## src/rtl/vga_timing_receiver_if.sv

```systemverilog
// Sync/RGB video stream between a VGA source and a receiver.
// Master drives the stream, slave observes it.
interface vga_timing_receiver_if;
  logic       h_sync;
  logic       v_sync;
  logic [9:0] r;
  logic [9:0] g;
  logic [9:0] b;

  modport master (
    output h_sync, v_sync, r, g, b
  );

  modport slave (
    input h_sync, v_sync, r, g, b
  );
endinterface

```

## src/rtl/vga_timing_receiver.sv

```systemverilog
// VGA receive side: recovers H/V timing, locks, regenerates coordinates.
// Optional per-frame pixel checksum: define VGA_RX_CHECKSUM_EN.
module vga_timing_receiver #(
  parameter int H_BACK      = 144,
  parameter int H_ACT       = 640,
  parameter int H_TOTAL     = 800,
  parameter int V_BACK      = 35,
  parameter int V_ACT       = 480,
  parameter int V_TOTAL     = 525,
  parameter int H_TOL       = 2,
  parameter int LOCK_FRAMES = 2
) (
  input  logic                  iCLK,
  input  logic                  iRST_N,
  vga_timing_receiver_if.slave  vga,
  output logic [9:0]            oCoord_X,
  output logic [9:0]            oCoord_Y,
  output logic                  oPix_Valid,
  output logic [9:0]            oR,
  output logic [9:0]            oG,
  output logic [9:0]            oB,
  output logic [10:0]           oLine_Len,
  output logic [10:0]           oFrame_Lines,
  output logic                  oLocked,
  output logic                  oErr,
  output logic [31:0]           oFrame_Sum,
  output logic                  oSum_Valid
);

  localparam logic [10:0] HB   = 11'(H_BACK);
  localparam logic [10:0] HE   = 11'(H_BACK + H_ACT);
  localparam logic [10:0] VB   = 11'(V_BACK);
  localparam logic [10:0] VE   = 11'(V_BACK + V_ACT);
  localparam logic [10:0] HMIN = 11'(H_TOTAL - H_TOL);
  localparam logic [10:0] HMAX = 11'(H_TOTAL + H_TOL);
  localparam logic [10:0] VT   = 11'(V_TOTAL);
  localparam logic [10:0] CMAX = 11'h7FF;
  localparam logic [3:0]  LF   = 4'(LOCK_FRAMES);

  typedef enum logic [1:0] {
    SEARCH,
    ACQUIRE,
    LOCKED
  } state_t;

  state_t      state;
  logic [3:0]  good_cnt;
  logic        hs_q, hs_d, vs_q, vs_d;
  logic [9:0]  r_q, g_q, b_q;
  logic [10:0] h_cnt, v_cnt;
  logic        v_pend;
  logic        lines_ok;

  logic        h_edge, v_edge, frame_end;
  logic        h_lost;
  logic [10:0] line_len, frame_lines;
  logic        line_ok, frame_ok;
  logic        active;

  assign h_edge      = hs_d & ~hs_q;
  assign v_edge      = vs_d & ~vs_q;
  assign frame_end   = h_edge & (v_pend | v_edge);
  assign h_lost      = (h_cnt == CMAX) & ~h_edge;
  assign line_len    = h_cnt + 11'd1;
  assign frame_lines = v_cnt + 11'd1;
  assign line_ok     = (line_len >= HMIN) &&
                       (line_len <= HMAX);
  assign frame_ok    = lines_ok & line_ok &
                       (frame_lines == VT);
  assign active      = oLocked &&
                       (h_cnt >= HB) && (h_cnt < HE) &&
                       (v_cnt >= VB) && (v_cnt < VE);

  // Stage 1: register inputs, keep previous sync for edges
  always_ff @(posedge iCLK or negedge iRST_N) begin
    if (!iRST_N) begin
      hs_q <= 1'b1;
      hs_d <= 1'b1;
      vs_q <= 1'b1;
      vs_d <= 1'b1;
      r_q  <= '0;
      g_q  <= '0;
      b_q  <= '0;
    end else begin
      hs_q <= vga.h_sync;
      hs_d <= hs_q;
      vs_q <= vga.v_sync;
      vs_d <= vs_q;
      r_q  <= vga.r;
      g_q  <= vga.g;
      b_q  <= vga.b;
    end
  end

  // Line/frame measurement counters
  always_ff @(posedge iCLK or negedge iRST_N) begin
    if (!iRST_N) begin
      h_cnt        <= '0;
      v_cnt        <= '0;
      v_pend       <= 1'b0;
      lines_ok     <= 1'b0;
      oLine_Len    <= '0;
      oFrame_Lines <= '0;
    end else if (h_edge) begin
      h_cnt     <= '0;
      oLine_Len <= line_len;
      if (frame_end) begin
        oFrame_Lines <= frame_lines;
        v_cnt        <= '0;
        v_pend       <= 1'b0;
        lines_ok     <= 1'b1;
      end else begin
        lines_ok <= lines_ok & line_ok;
        if (v_cnt != CMAX)
          v_cnt <= v_cnt + 11'd1;
      end
    end else begin
      if (h_cnt != CMAX)
        h_cnt <= h_cnt + 11'd1;
      if (v_edge)
        v_pend <= 1'b1;
    end
  end

  // Lock FSM with registered lock/error outputs
  always_ff @(posedge iCLK or negedge iRST_N) begin
    if (!iRST_N) begin
      state    <= SEARCH;
      good_cnt <= '0;
      oLocked  <= 1'b0;
      oErr     <= 1'b0;
    end else begin
      oErr <= 1'b0;
      if (h_lost) begin
        state    <= SEARCH;
        good_cnt <= '0;
        oLocked  <= 1'b0;
      end else begin
        unique case (state)
          SEARCH: begin
            if (frame_end) begin
              state    <= ACQUIRE;
              good_cnt <= '0;
            end
          end
          ACQUIRE: begin
            if (frame_end) begin
              if (!frame_ok) begin
                good_cnt <= '0;
              end else if (good_cnt + 4'd1 == LF) begin
                state    <= LOCKED;
                good_cnt <= '0;
                oLocked  <= 1'b1;
              end else begin
                good_cnt <= good_cnt + 4'd1;
              end
            end
          end
          LOCKED: begin
            if (h_edge &&
                (!line_ok || (frame_end && !frame_ok))) begin
              state    <= ACQUIRE;
              good_cnt <= '0;
              oLocked  <= 1'b0;
              oErr     <= 1'b1;
            end
          end
          default: state <= SEARCH;
        endcase
      end
    end
  end

  // Pixel output stage: blank everything outside the active area
  always_ff @(posedge iCLK or negedge iRST_N) begin
    if (!iRST_N) begin
      oPix_Valid <= 1'b0;
      oCoord_X   <= '0;
      oCoord_Y   <= '0;
      oR         <= '0;
      oG         <= '0;
      oB         <= '0;
    end else begin
      oPix_Valid <= active;
      oCoord_X   <= active ? 10'(h_cnt - HB) : '0;
      oCoord_Y   <= active ? 10'(v_cnt - VB) : '0;
      oR         <= active ? r_q : '0;
      oG         <= active ? g_q : '0;
      oB         <= active ? b_q : '0;
    end
  end

`ifdef VGA_RX_CHECKSUM_EN
  logic [31:0] sum32;
  logic [31:0] pix_sum;

  assign pix_sum = 32'(oR) + 32'(oG) + 32'(oB);

  // Accumulate output pixels, publish and restart per frame
  always_ff @(posedge iCLK or negedge iRST_N) begin
    if (!iRST_N) begin
      sum32      <= '0;
      oFrame_Sum <= '0;
      oSum_Valid <= 1'b0;
    end else begin
      oSum_Valid <= frame_end;
      if (frame_end) begin
        oFrame_Sum <= sum32;
        sum32      <= '0;
      end else if (!oLocked) begin
        sum32 <= '0;
      end else if (oPix_Valid) begin
        sum32 <= sum32 + pix_sum;
      end
    end
  end
`else
  assign oFrame_Sum = '0;
  assign oSum_Valid = 1'b0;
`endif

endmodule

```

## src/flat_wrapper.sv

```systemverilog
// flat-port wrapper written by rule: the top's interface ports become plain ports
module vga_timing_receiver_flat 
#(
  parameter int H_BACK      = 144,
  parameter int H_ACT       = 640,
  parameter int H_TOTAL     = 800,
  parameter int V_BACK      = 35,
  parameter int V_ACT       = 480,
  parameter int V_TOTAL     = 525,
  parameter int H_TOL       = 2,
  parameter int LOCK_FRAMES = 2
)
  (iCLK, iRST_N, oCoord_X, oCoord_Y, oPix_Valid, oR, oG, oB, oLine_Len, oFrame_Lines, oLocked, oErr, oFrame_Sum, oSum_Valid, vga_h_sync, vga_v_sync, vga_r, vga_g, vga_b);
  vga_timing_receiver_if vga_i ();
  input  logic iCLK;
  input  logic iRST_N;
  output logic [9:0] oCoord_X;
  output logic [9:0] oCoord_Y;
  output logic oPix_Valid;
  output logic [9:0] oR;
  output logic [9:0] oG;
  output logic [9:0] oB;
  output logic [10:0] oLine_Len;
  output logic [10:0] oFrame_Lines;
  output logic oLocked;
  output logic oErr;
  output logic [31:0] oFrame_Sum;
  output logic oSum_Valid;
  input wire logic [$bits(vga_i.h_sync)-1:0] vga_h_sync;
  input wire logic [$bits(vga_i.v_sync)-1:0] vga_v_sync;
  input wire logic [$bits(vga_i.r)-1:0] vga_r;
  input wire logic [$bits(vga_i.g)-1:0] vga_g;
  input wire logic [$bits(vga_i.b)-1:0] vga_b;
  assign vga_i.h_sync = vga_h_sync;
  assign vga_i.v_sync = vga_v_sync;
  assign vga_i.r = vga_r;
  assign vga_i.g = vga_g;
  assign vga_i.b = vga_b;
  vga_timing_receiver #(.H_BACK(H_BACK), .H_ACT(H_ACT), .H_TOTAL(H_TOTAL), .V_BACK(V_BACK), .V_ACT(V_ACT), .V_TOTAL(V_TOTAL), .H_TOL(H_TOL), .LOCK_FRAMES(LOCK_FRAMES)) u_core (.iCLK(iCLK), .iRST_N(iRST_N), .vga(vga_i), .oCoord_X(oCoord_X), .oCoord_Y(oCoord_Y), .oPix_Valid(oPix_Valid), .oR(oR), .oG(oG), .oB(oB), .oLine_Len(oLine_Len), .oFrame_Lines(oFrame_Lines), .oLocked(oLocked), .oErr(oErr), .oFrame_Sum(oFrame_Sum), .oSum_Valid(oSum_Valid));
endmodule
```

## config.mk

```make
export PLATFORM = sky130hd
export DESIGN_NAME = vga_timing_receiver_flat
export DESIGN_NICKNAME = d
export VERILOG_FILES = /design/src/rtl/vga_timing_receiver_if.sv /design/src/rtl/vga_timing_receiver.sv /design/src/flat_wrapper.sv
export SDC_FILE = /design/constraint.sdc
export NUM_CORES = 1
export LEC_CHECK = 0
export ABC_AREA = 1
export CORE_MARGIN = 4
export CORE_UTILIZATION = 45
export CTS_BUF_LIST = sky130_fd_sc_hd__clkbuf_4
export CTS_CLUSTER_DIAMETER = 200
export DETAILED_ROUTE_END_ITERATION = 10
export PLACE_DENSITY = 0.82
export SETUP_SLACK_MARGIN = 0.1
export SLEW_MARGIN = 20
export SYNTH_ARGS = -nofsm -noshare
export SYNTH_HDL_FRONTEND = slang
export SYNTH_SLANG_ARGS = --single-unit
```

## constraint.sdc

```tcl
create_clock -name iCLK -period 2 [get_ports iCLK]
set_input_delay 0.5 -clock iCLK [delete_from_list [all_inputs] [get_ports iCLK]]
set_output_delay 0.5 -clock iCLK [all_outputs]
set_load 0.02 [all_outputs]
```

After elaboration in Yosys (flattened, before gate mapping). Index checks and enable logic that the tools add are counted.

Reductions and logical operators: 22. Multiplexer cells: 36. Add/subtract/negate cells: 5. Equal/unequal tests: 13. Bitwise gates (word level): 10. Magnitude comparators: 6.

Operators by type and width (number): $mux 10 (5); $mux 11 (4); $mux 4 (6); $add 11x1->11 const B (2); $lt 11x10->1 const B (2); $ne 11x11->1 const B (2); $ne 3x1->1 const B (5); $mux 1 (12); $mux 2 (6); $pmux 4 s3 (1); $eq 11x10->1 const B (1); $eq 11x11->1 const B (1); $ge 11x10->1 const B (1); $ge 11x6->1 const B (1); $ge 11x8->1 const B (1); $le 11x10->1 const B (1); $reduce_and 5->1 (2); $sub 10x6->10 const B (1); $sub 10x8->10 const B (1); $logic_and 1x1->1 (7); $and 1x1->1 (6); $pmux 2 s3 (1); $reduce_and 2->1 (3); $reduce_bool 2->1 (3); 14 further kinds (17).

Output and inout port bits: 108. Input bits: 34. Logic and storage cells: 115. Flip-flop bits (word level): 139.

Logic depth before layout (Yosys ltp). Gate-level depths: netlist of the first run.

Depth after elaboration: 12. Mapped depth: 16. Mapped depth without buffers: 16.

Worst setup path after synthesis of the first run. OpenSTA, ideal clock, no wires.

Kind: reg2reg. From: register u_core.h_cnt[1]. To: register u_core.good_cnt[1]. Clock period less this slack: 1.952 ns. Arrival: 1.834 ns. Required time: 1.882 ns. Setup slack: 0.048 ns. Cell stages (with the launch flop): 16. Library setup time: 0.118 ns. Path buffers: 0. Path through: dfrtp_1 inv_1 ha_1 or2_2 nand2_1 nor2_1 nand3_1 nand2_1 nand3_1 nand2_1 nand2_1 nand2_2 nand2_4 nand2_8 nand2_2 o21ai_2.

Cells in the longest elaborated chain, start to end: 11. Elaborated cells between the ends (all ways): 22. Those cells by class: add/sub (1); order compare (2); eq/ne (4); mux (4); bitwise (3); reduce/logical (8).

Ends and longest elaborated chain: start: declaration (RTL line vga_timing_receiver.sv:50) `logic [10:0] h_cnt, v_cnt;`; start signal: assignment (RTL line vga_timing_receiver.sv:119) `h_cnt <= h_cnt + 11'd1;`; $add 11x1->11 (RTL line vga_timing_receiver.sv:64) `assign line_len = h_cnt + 11'd1;`; $ge 11x10->1 or $le 11x10->1 (tied branches) (RTL line vga_timing_receiver.sv:66, vga_timing_receiver.sv:67); $logic_and 1x1->1 (RTL line vga_timing_receiver.sv:66) `assign line_ok = (line_len >= HMIN) &&`; $and 1x1->1 (2 in series) (RTL line vga_timing_receiver.sv:68) `assign frame_ok = lines_ok & line_ok &`; $logic_not 1->1; $logic_and 1x1->1 (RTL line vga_timing_receiver.sv:161) `(!line_ok || (frame_end && !frame_ok))) begin`; $logic_or 1x1->1 (RTL line vga_timing_receiver.sv:161); $logic_and 1x1->1 (RTL line vga_timing_receiver.sv:160) `if (h_edge &&`; $ne 3x1->1 (no source line); $reduce_and 4->1 (no source line); end signal: assignment (RTL line vga_timing_receiver.sv:155) `good_cnt <= good_cnt + 4'd1;`; end: declaration (RTL line vga_timing_receiver.sv:47) `logic [3:0] good_cnt;`.

Parallel ways exist; a longest one is shown, timed or not. The select of a mux whose other input is x is not followed. A chain may end at the register's enable or synchronous reset.

Final worst setup path of the first run.
From: register u_core.h_cnt[0]. To: register u_core.good_cnt[3].

The elaborated chain is that of the path after synthesis.

==> flow_summary.yaml, run 1 <==
placed_design:
  gp_congestion: 0.914
  dp_hpwl_mm: 9.79
  port_buffers: 108
  place_inst: 959
  place_area_um2: 7530
clock_network:
  htree_levels: 4
  clkLatencyLatePin_ps: 550
  clockBufferDepth: 2
  clkTransAtPathRegs_ps: 120
  cts_tree: "yes"
  cts.sinks: 139
  clockRootBuffer: "clkbuf_4"
  numCtsBuffers: 17
power_and_ir_drop:
  clkPwrFrac_pct: 29.9
  power.total_uw: 6710
  power.static_leakage_uw: 0.00445
  irDropWorstVdd_mv: 0.561
  p_comb_share_pct: 23.5
  p_int_uw: 4600
  seq_power_share_pct: 46.7
  power_density_nw_per_um2: 795
  p_switching_uw: 2110
  p_sw_share_pct: 31.4
grt:
  grt_pass1_wl_mm: 23.0
  grt_max_degree: 46
  antenna_found_initial: 1
  grt_usage_pct: 18.4
  overflow: 0
  grt_pass1_vias: 4717
layout:
  multi_input_area_um2: 2470
  fillCellCount: 1080
  drive_gt1_share_pct: 26.1
  final_nets: 869
  register_area_um2: 3490
  fin_cells: 1012
  layout_common_cells: "128 x dfrtp_1, 109 x nand2_1, 81 x inv_1"
  area_growth_pct: 38.0
  stdcell_area_um2: 8440
  final_common_cell: "dfrtp_1"
status:
  violations: "negative setup slack"
  status: "finished, violations left"
die:
  io_pins: 142
  num_rows: 42
  core_area_um2: 13300
  die_w_um: 125
  start_util_pct: 46.0
  die-area_um2: 15500
  die_h_um: 125
run:
  drv_cap: 0
drt:
  drc: 0
  routed_wl_mm: 14.6
  num_vias: 4820
  dr.pass1.iters: 5
  vias_per_cell: 4.76
  antenna_left: 0
  drt-initial-drc-count: 344
  wl_per_cell_um: 14.4
sta:
  drv_slew: 0
  finalHoldViolCount: 0
  hold_ws_ps: 346
  rsz0062_at_grt: "true"
  fmax_mhz: 488
  post-route-worst-setup-slack_ps: -48.2
  period_minus_slack_ps: 2050
  tns_ps: -169
  fin_crit_sh_pct: 102
  setup-violations-final: 5
  finClkSkew_ps: 21.4
worst_setup_path:
  start_kind: "flip-flop"
  endpoint_kind: "flip-flop"
  crit_path_end: "u_core.good_cnt[3]$_DFFE_PN0P_"
  rr_endpoint: "u_core.good_cnt[3]$_DFFE_PN0P_"
  cp_max_fo: 8
  arrival_ps: 2520
  rr_worst_depth: 16
  r2r_start: "u_core.h_cnt[0]$_DFFE_PN0N_"
  cp-startpoint: "u_core.h_cnt[0]$_DFFE_PN0N_"
  critPathKind: "reg2reg"
  r2r_setup_slack_ps: -50
  cp.required_ps: 2470
logic_synthesis:
  synth.avg_cell_area_um2: 9.33
  async_flop_share_pct: 100
  syn_inst: 656
  synth_cell_types: 35
  ys_seq_area_share_pct: 56.9
  synth_edf_count: 0
  yosys.area.top_type: "dfrtp_1"
  synth_ff_type: "dfrtp_1"
  ys.warnings.count: 0
  yosysTopAreaCellShare_pct: 55.2
  netlist_area_um2: 6120
  synth_area_leaders: "dfrtp_1 55%, nand2_1 7.1%, inv_1 5.3%"
  ys_seq_elements: 139
hold_path:
  min_path_cells: 1
  holdCritPathClass: "in2reg"
==> logic make-up after synthesis <==
logic type	Yosys count	synth area share [%]
xor gates and xnor gates	8	1.15
adders and majority gates	12	2.45
DFF	139	56.9
buffers and inverters	141	10.9
other	1	0.0613
AOI/OAI and AO/OA	65	6.50
and+or+nand+nor	290	22.0
==> metal layers <==
| layer | vias to the layer above | share of wire (%) | global-route usage, % |
|---|---|---|---|
| li1 | 2337 | - | - |
| met4 | 0 | 2.0 | 6.32 |
| met1 | 2292 | 43 | 23.7 |
| met3 | 23 | 5.8 | 4.76 |
| met2 | 168 | 49 | 30.1 |
| met5 | - | 0 | 0 |
==> area by class of cell <==
| type | count | area share, % |
|---|---|---|
| well taps | 176 | 2.61 |
| clock inverters | 12 | 2.02 |
| inverters | 90 | 4.06 |
| clock buffers | 19 | 1.69 |
| multi-input cells | 408 | 29.3 |
| repair buffers | 167 | 19.0 |
| flip-flops and latches | 139 | 41.4 |
| diodes | 1 | 0.0296 |
==> critical path: stages, from the launching register on <==
cell and delay, ps:
dfrtp_2 480, ha_4 200, nand2_4 80, nor2_4 50, nand2_1 70, nand2_1 90, inv_2 90, nand3_1 90
nand2_2 90, inv_2 50, nor2_4 120, nand3_4 110, nand2_4 110, nand2_8 80, nand2_8 140, nand2_2 60
o21ai_2 50
==> worst min path at each step <==
stage | startpoint | to | slack (ps)
CTS | vga_v_sync | u_core.vs_q$_DFF_PN1_ | 310
detailed placement | u_core.hs_q$_DFF_PN1_ | u_core.hs_d$_DFF_PN1_ | 360
floorplan | iRST_N | u_core.b_q[0]$_DFF_PN0_ | 200
finish | vga_v_sync | u_core.vs_q$_DFF_PN1_ | 350
global placement | u_core.vs_q$_DFF_PN1_ | u_core.vs_d$_DFF_PN1_ | 360
global route | vga_h_sync | u_core.hs_q$_DFF_PN1_ | 290
==> synth_stat cells (2+ instances only) <==
cell type / n
a21oi_1: 12
buf_2: 9
buf_4: 34
clkbuf_1: 8
dfrtp_1: 135
dfstp_2: 4
ha_1: 12
inv_1: 86
inv_2: 4
nand2_1: 116
nand2_2: 16
nand3_1: 36
nand3_2: 6
nand4_1: 16
nor2_1: 78
nor2_2: 5
nor2_4: 5
nor3_1: 5
o2111ai_1: 2
o21ai_0: 29
o21ai_2: 5
o22ai_1: 12
or2_2: 3
xor2_1: 7
==> power by group through the flow <==
stage / clock network [uW] / logic [uW] / registers [uW]
5_1_grt: 2190 / 1730 / 3150
3_3_place_gp: 0 / 1340 / 3150
6_report: 2000 / 1570 / 3130
4_1_cts: 2040 / 1440 / 3120
2_1_floorplan: 0 / 823 / 3210
3_5_place_dp: 0 / 1390 / 3160
==> registers in the layout, summed over array words and instances, names as in the netlist, 11 cells and up <==
signal               count
u_core.oLine_Len        11
u_core.h_cnt            11
u_core.oFrame_Lines     11
u_core.v_cnt            11
==> stage by stage <==
step / utilization (%) / worst slack, ps
after floorplan: - / 113
after global placement: 56.7 / 13.6
after detailed placement: 56.7 / -97.0
after CTS: 59.8 / -39.4
after global routing: 63.5 / -167
final: 63.5 / -48.2
==> repair_timing <==
| item | 4_1_cts | 5_1_grt |
|---|---|---|
| buffers inserted | 9 | 5 |
| endpoints found under the hold margin | 36 | 0 |
| resized for setup | 104 | 96 |
| gates cloned | 1 | 5 |
| hold buffers | 1 | 0 |
| pin swaps | 16 | 23 |
| endpoints found under the setup margin | 87 | 70 |
No activity file was read; power rests on OpenSTA's default activity.
==> run 2: changes to the inputs <==
--- a/config.mk
+++ b/config.mk
@@ -11,8 +11,10 @@
 export CTS_BUF_LIST = sky130_fd_sc_hd__clkbuf_4
 export CTS_CLUSTER_DIAMETER = 200
 export DETAILED_ROUTE_END_ITERATION = 10
+export GPL_TIMING_DRIVEN = 1
 export PLACE_DENSITY = 0.82
 export SETUP_SLACK_MARGIN = 0.1
+export SKIP_CTS_REPAIR_TIMING = 1
 export SLEW_MARGIN = 20
 export SYNTH_ARGS = -nofsm -noshare
 export SYNTH_HDL_FRONTEND = slang
==> flow_summary.yaml, run 2 (synthesized netlist as in run 1, its figures left out) <==
hold_path:
  holdCritPathClass: "in2reg"
  whs_endpoint: "u_core.vs_q$_DFF_PN1_"
  holdCritStartpoint: "vga_v_sync"
  min_path_cells: 1
sta:
  post-route-worst-setup-slack_ps: -33.3
  setup-violations-final: 6
  period_minus_slack_ps: 2030
  rsz0062_at_grt: "true"
  fmax_mhz: 492
  finClkSkew_ps: 22.8
  finalHoldViolCount: 0
  drv_slew: 0
  fin_crit_sh_pct: 102
drt:
  drt-initial-drc-count: 371
  dr.pass1.iters: 7
  wl_per_cell_um: 14.4
  vias_per_cell: 4.80
  antenna_left: 0
  routed_wl_mm: 14.5
  drc: 0
  num_vias: 4848
die:
  die-area_um2: 15500
  die_h_um: 125
  start_util_pct: 46.0
  die_w_um: 125
  core_area_um2: 13300
  io_pins: 142
  num_rows: 42
run:
  drv_cap: 0
worst_setup_path:
  cp_slowest_stage_delay_ps: 460
  start_kind: "flip-flop"
  path_cells: "inv_2 > ha_4 > inv_2 > nand3_2 > a21oi_2 > nand3_2 > nand2_2 > inv_2 > nor2_4 > nand3_4 > nand2_4 > nand2_8 > nand2_8 > nand2_2 > o21ai_2"
  rr_worst_depth: 15
  cp_max_fo: 8
  critPathKind: "reg2reg"
  endpoint_kind: "flip-flop"
  cp.buffers_inverters: 3
  rr_endpoint: "u_core.good_cnt[2]$_DFFE_PN0P_"
  cp.required_ps: 2470
  critPathTopFamily: "simple AND/OR/NAND/NOR gates"
  cp_common_cell: "inv_2"
  cp_slowest_cell: "dfrtp_2"
  arrival_ps: 2500
  r2r_start: "u_core.h_cnt[1]$_DFFE_PN0N_"
  r2r_setup_slack_ps: -30
grt:
  grt_pass1_vias: 4565
  antenna_found_initial: 1
  grt_pass1_wl_mm: 22.1
  overflow: 0
  grt_max_degree: 46
  grt_usage_pct: 17.5
layout:
  fin_cells: 1009
  drive_gt1_share_pct: 22.4
  final_nets: 866
  layout_common_cells: "127 x dfrtp_1, 111 x nand2_1, 78 x inv_1"
  area_growth_pct: 38.6
  fin_util_pct: 63.8
  final_common_cell: "dfrtp_1"
  fillCellCount: 1016
placed_design:
  dp_hpwl_mm: 9.79
  port_buffers: 108
  place_inst: 959
  gp_congestion: 0.914
clock_network:
  clockRootBuffer: "clkbuf_4"
  clkTransAtPathRegs_ps: 120
  clkLatencyLatePin_ps: 550
  htree_levels: 4
  cts.sinks: 139
  numCtsBuffers: 17
  cts_tree: "yes"
  clockBufferDepth: 2
status:
  status: "finished, violations left"
  violations: "negative setup slack"
power_and_ir_drop:
  power.static_leakage_uw: 0.00542
  power_density_nw_per_um2: 788
  irDropWorstVdd_mv: 0.576
  power.total_uw: 6680
[run 2: how the worst max path moves through the flow]
stage          slack, ps                              to  cells after the start                        start
2_1_floorplan        110  u_core.good_cnt[1]$_DFFE_PN0P_                     15  u_core.h_cnt[1]$_DFFE_PN0N_
3_3_place_gp          10  u_core.good_cnt[0]$_DFFE_PN0P_                     15  u_core.h_cnt[1]$_DFFE_PN0N_
3_5_place_dp        -100  u_core.good_cnt[3]$_DFFE_PN0P_                     16  u_core.h_cnt[0]$_DFFE_PN0N_
4_1_cts             -150  u_core.good_cnt[3]$_DFFE_PN0P_                     15  u_core.h_cnt[0]$_DFFE_PN0N_
5_1_grt             -190  u_core.good_cnt[2]$_DFFE_PN0P_                     15  u_core.h_cnt[1]$_DFFE_PN0N_
6_report             -30  u_core.good_cnt[2]$_DFFE_PN0P_                     15  u_core.h_cnt[1]$_DFFE_PN0N_
[run 2: area by class of cell]
cell class,count,area (um2),share of cell area [%]
well taps,176,220,2.60
clock inverters,12,170,2.01
multi-input cells,408,2320,27.3
repair buffers,164,1790,21.1
diodes,1,2.50,0.0295
flip-flops and latches,139,3490,41.2
clock buffers,19,143,1.68
inverters,90,340,4.01
[run 2: metal layers]
| metal | vias to the layer above | GRT usage [%] | wire length (um) |
|---|---|---|---|
| li1 | 2336 | - | - |
| met1 | 2305 | 22.9 | 6200 |
| met2 | 171 | 28.4 | 7100 |
| met3 | 36 | 4.29 | 799 |
| met4 | 0 | 6.45 | 397 |
| met5 | - | 0 | 0 |
[run 2: report_power, final]
group          total [uW]  internal (uW)  switching (uW)
sequential           3140           2980             161
combinational        1540            623             918
clock                2000           1010             995
[run 2: through the flow]
step           setup slack (ps)  cell area, um2  hold WS (ps)  TNS [ps]
4_1_cts                    -150            7850          -173     -4040
6_report                  -33.3            8480           341      -126
5_1_grt                    -188            8480           298     -2450
2_1_floorplan               113            6250           204         0
3_5_place_dp              -97.0            7530           359      -581
3_3_place_gp               13.6            7530           356         0
==> run 3: changes to the inputs <==
--- a/config.mk
+++ b/config.mk
@@ -13,7 +13,6 @@
 export DETAILED_ROUTE_END_ITERATION = 10
 export GPL_TIMING_DRIVEN = 1
 export PLACE_DENSITY = 0.82
-export SETUP_SLACK_MARGIN = 0.1
 export SKIP_CTS_REPAIR_TIMING = 1
 export SLEW_MARGIN = 20
 export SYNTH_ARGS = -nofsm -noshare
==> flow_summary.yaml, run 3 (synthesized netlist as in run 1, its figures left out) <==
status:
  status: "finished, violations left"
  violations: "negative setup slack"
placed_design:
  dp_hpwl_mm: 9.74
  port_buffers: 108
  place_inst: 958
  gp_congestion: 0.883
  place_area_um2: 7540
  pre_cts_ws_ps: -92.4
clock_network:
  cts.sinks: 139
  numCtsBuffers: 17
  clockBufferDepth: 2
  cts_tree: "yes"
  clkLatencyLatePin_ps: 540
  htree_levels: 4
  clockRootBuffer: "clkbuf_4"
  clkTransAtPathRegs_ps: 140
die:
  die_h_um: 125
  core_area_um2: 13300
  die-area_um2: 15500
  io_pins: 142
  die_w_um: 125
  start_util_pct: 46.0
  num_rows: 42
worst_setup_path:
  endpoint_kind: "flip-flop"
  start_kind: "flip-flop"
  cp_max_fo: 8
  critPathKind: "reg2reg"
  cp.required_ps: 2460
  arrival_ps: 2630
power_and_ir_drop:
  power_density_nw_per_um2: 765
  seq_power_share_pct: 50.1
  p_int_uw: 4190
  irDropWorstVdd_mv: 0.478
  p_comb_share_pct: 23.1
  power.total_uw: 6280
  power.static_leakage_uw: 0.00529
  p_sw_share_pct: 33.2
  clkPwrFrac_pct: 26.8
  p_switching_uw: 2090
drt:
  drc: 0
  vias_per_cell: 4.76
  drt-initial-drc-count: 325
  routed_wl_mm: 13.9
  antenna_left: 0
  dr.pass1.iters: 5
  num_vias: 4746
  wl_per_cell_um: 13.9
layout:
  drive_gt1_share_pct: 19.9
  final_nets: 854
  area_growth_pct: 34.2
  multi_input_area_um2: 2230
  final_common_cell: "dfrtp_1"
  stdcell_area_um2: 8210
  fin_cells: 998
  layout_common_cells: "125 x dfrtp_1, 107 x nand2_1, 81 x inv_1"
  register_area_um2: 3500
  fillCellCount: 1051
grt:
  grt_pass1_vias: 4583
  overflow: 0
  grt_max_degree: 55
  antenna_found_initial: 1
  grt_usage_pct: 17.6
  grt_pass1_wl_mm: 22.2
sta:
  tns_ps: -1100
  fmax_mhz: 459
  drv_slew: 0
  post-route-worst-setup-slack_ps: -179
  fin_crit_sh_pct: 109
  finalHoldViolCount: 0
  period_minus_slack_ps: 2180
  setup-violations-final: 8
  rsz0062_at_grt: "true"
  finClkSkew_ps: 24.6
hold_path:
  holdCritPathClass: "in2async"
run:
  drv_cap: 0
run 3: routing by layer:
layer / routed length (um) / up-vias / GRT usage (%)
met5: 0 / - / 0
met4: 334 / 0 / 7.80
met3: 690 / 37 / 4.16
met2: 6650 / 157 / 26.9
met1: 6230 / 2252 / 24.0
li1: - / 2300 / -
run 3: cell type report:
cell class                 instances  area share, %
timing repair buffer             152           20.3
clock inverter                    14           1.51
sequential                       139           42.6
multi-input combinational        408           27.1
antenna                            1         0.0305
tap                              176           2.68
clock buffer                      18           1.65
inverter                          90           4.11
run 3: path summary, 6_finish.rpt:
| check | from | endpoint | slack (ps) | cells after the start |
|---|---|---|---|---|
| worst max-delay path | u_core.h_cnt[3]$_DFFE_PN0N_ | u_core.good_cnt[1]$_DFFE_PN0P_ | -180 | 14 |
| worst min-delay path | iRST_N | u_core.oCoord_X[3]$_DFF_PN0_ | 350 | 2 |
| worst max register to register | u_core.h_cnt[3]$_DFFE_PN0N_ | u_core.good_cnt[1]$_DFFE_PN0P_ | -180 | 14 |
| worst min register to register | u_core.hs_q$_DFF_PN1_ | u_core.hs_d$_DFF_PN1_ | 380 | 0 |
| max in group asynchronous | iRST_N | u_core.hs_q$_DFF_PN1_ | 1030 | 3 |
| min in group iCLK | vga_v_sync | u_core.vs_q$_DFF_PN1_ | 360 | 1 |
run 3: worst max-delay path, cell delays in order, from the launching register on:
cell     delay [ps]
dfrtp_1         480
inv_1           190
nand4_1         170
nand2_1         120
nor2_1          170
nand3_1         130
nand2_2         110
inv_2            50
nor2_4          120
nand3_2         120
nand2_2         120
nand2_4         100
nand2_8         130
nand2_2          60
o21ai_2          50
run 3: per-stage QoR:
| stage | utilization, % | hold slack [ps] |
|---|---|---|
| after CTS | 58.6 | -267 |
| after detailed placement | 56.7 | 356 |
| after global placement | 56.7 | 355 |
| final | 61.8 | 355 |
| after global routing | 61.8 | 321 |
| after floorplan | - | 204 |
run 3: power groups by stage:
stage / Clock (uW) / Sequential [uW] / Combinational, uW
after floorplan: 0 / 3210 / 811
after global placement: 0 / 3160 / 1330
after detailed placement: 0 / 3160 / 1370
after CTS: 1750 / 3110 / 1370
after global routing: 1850 / 3160 / 1610
final: 1680 / 3140 / 1450
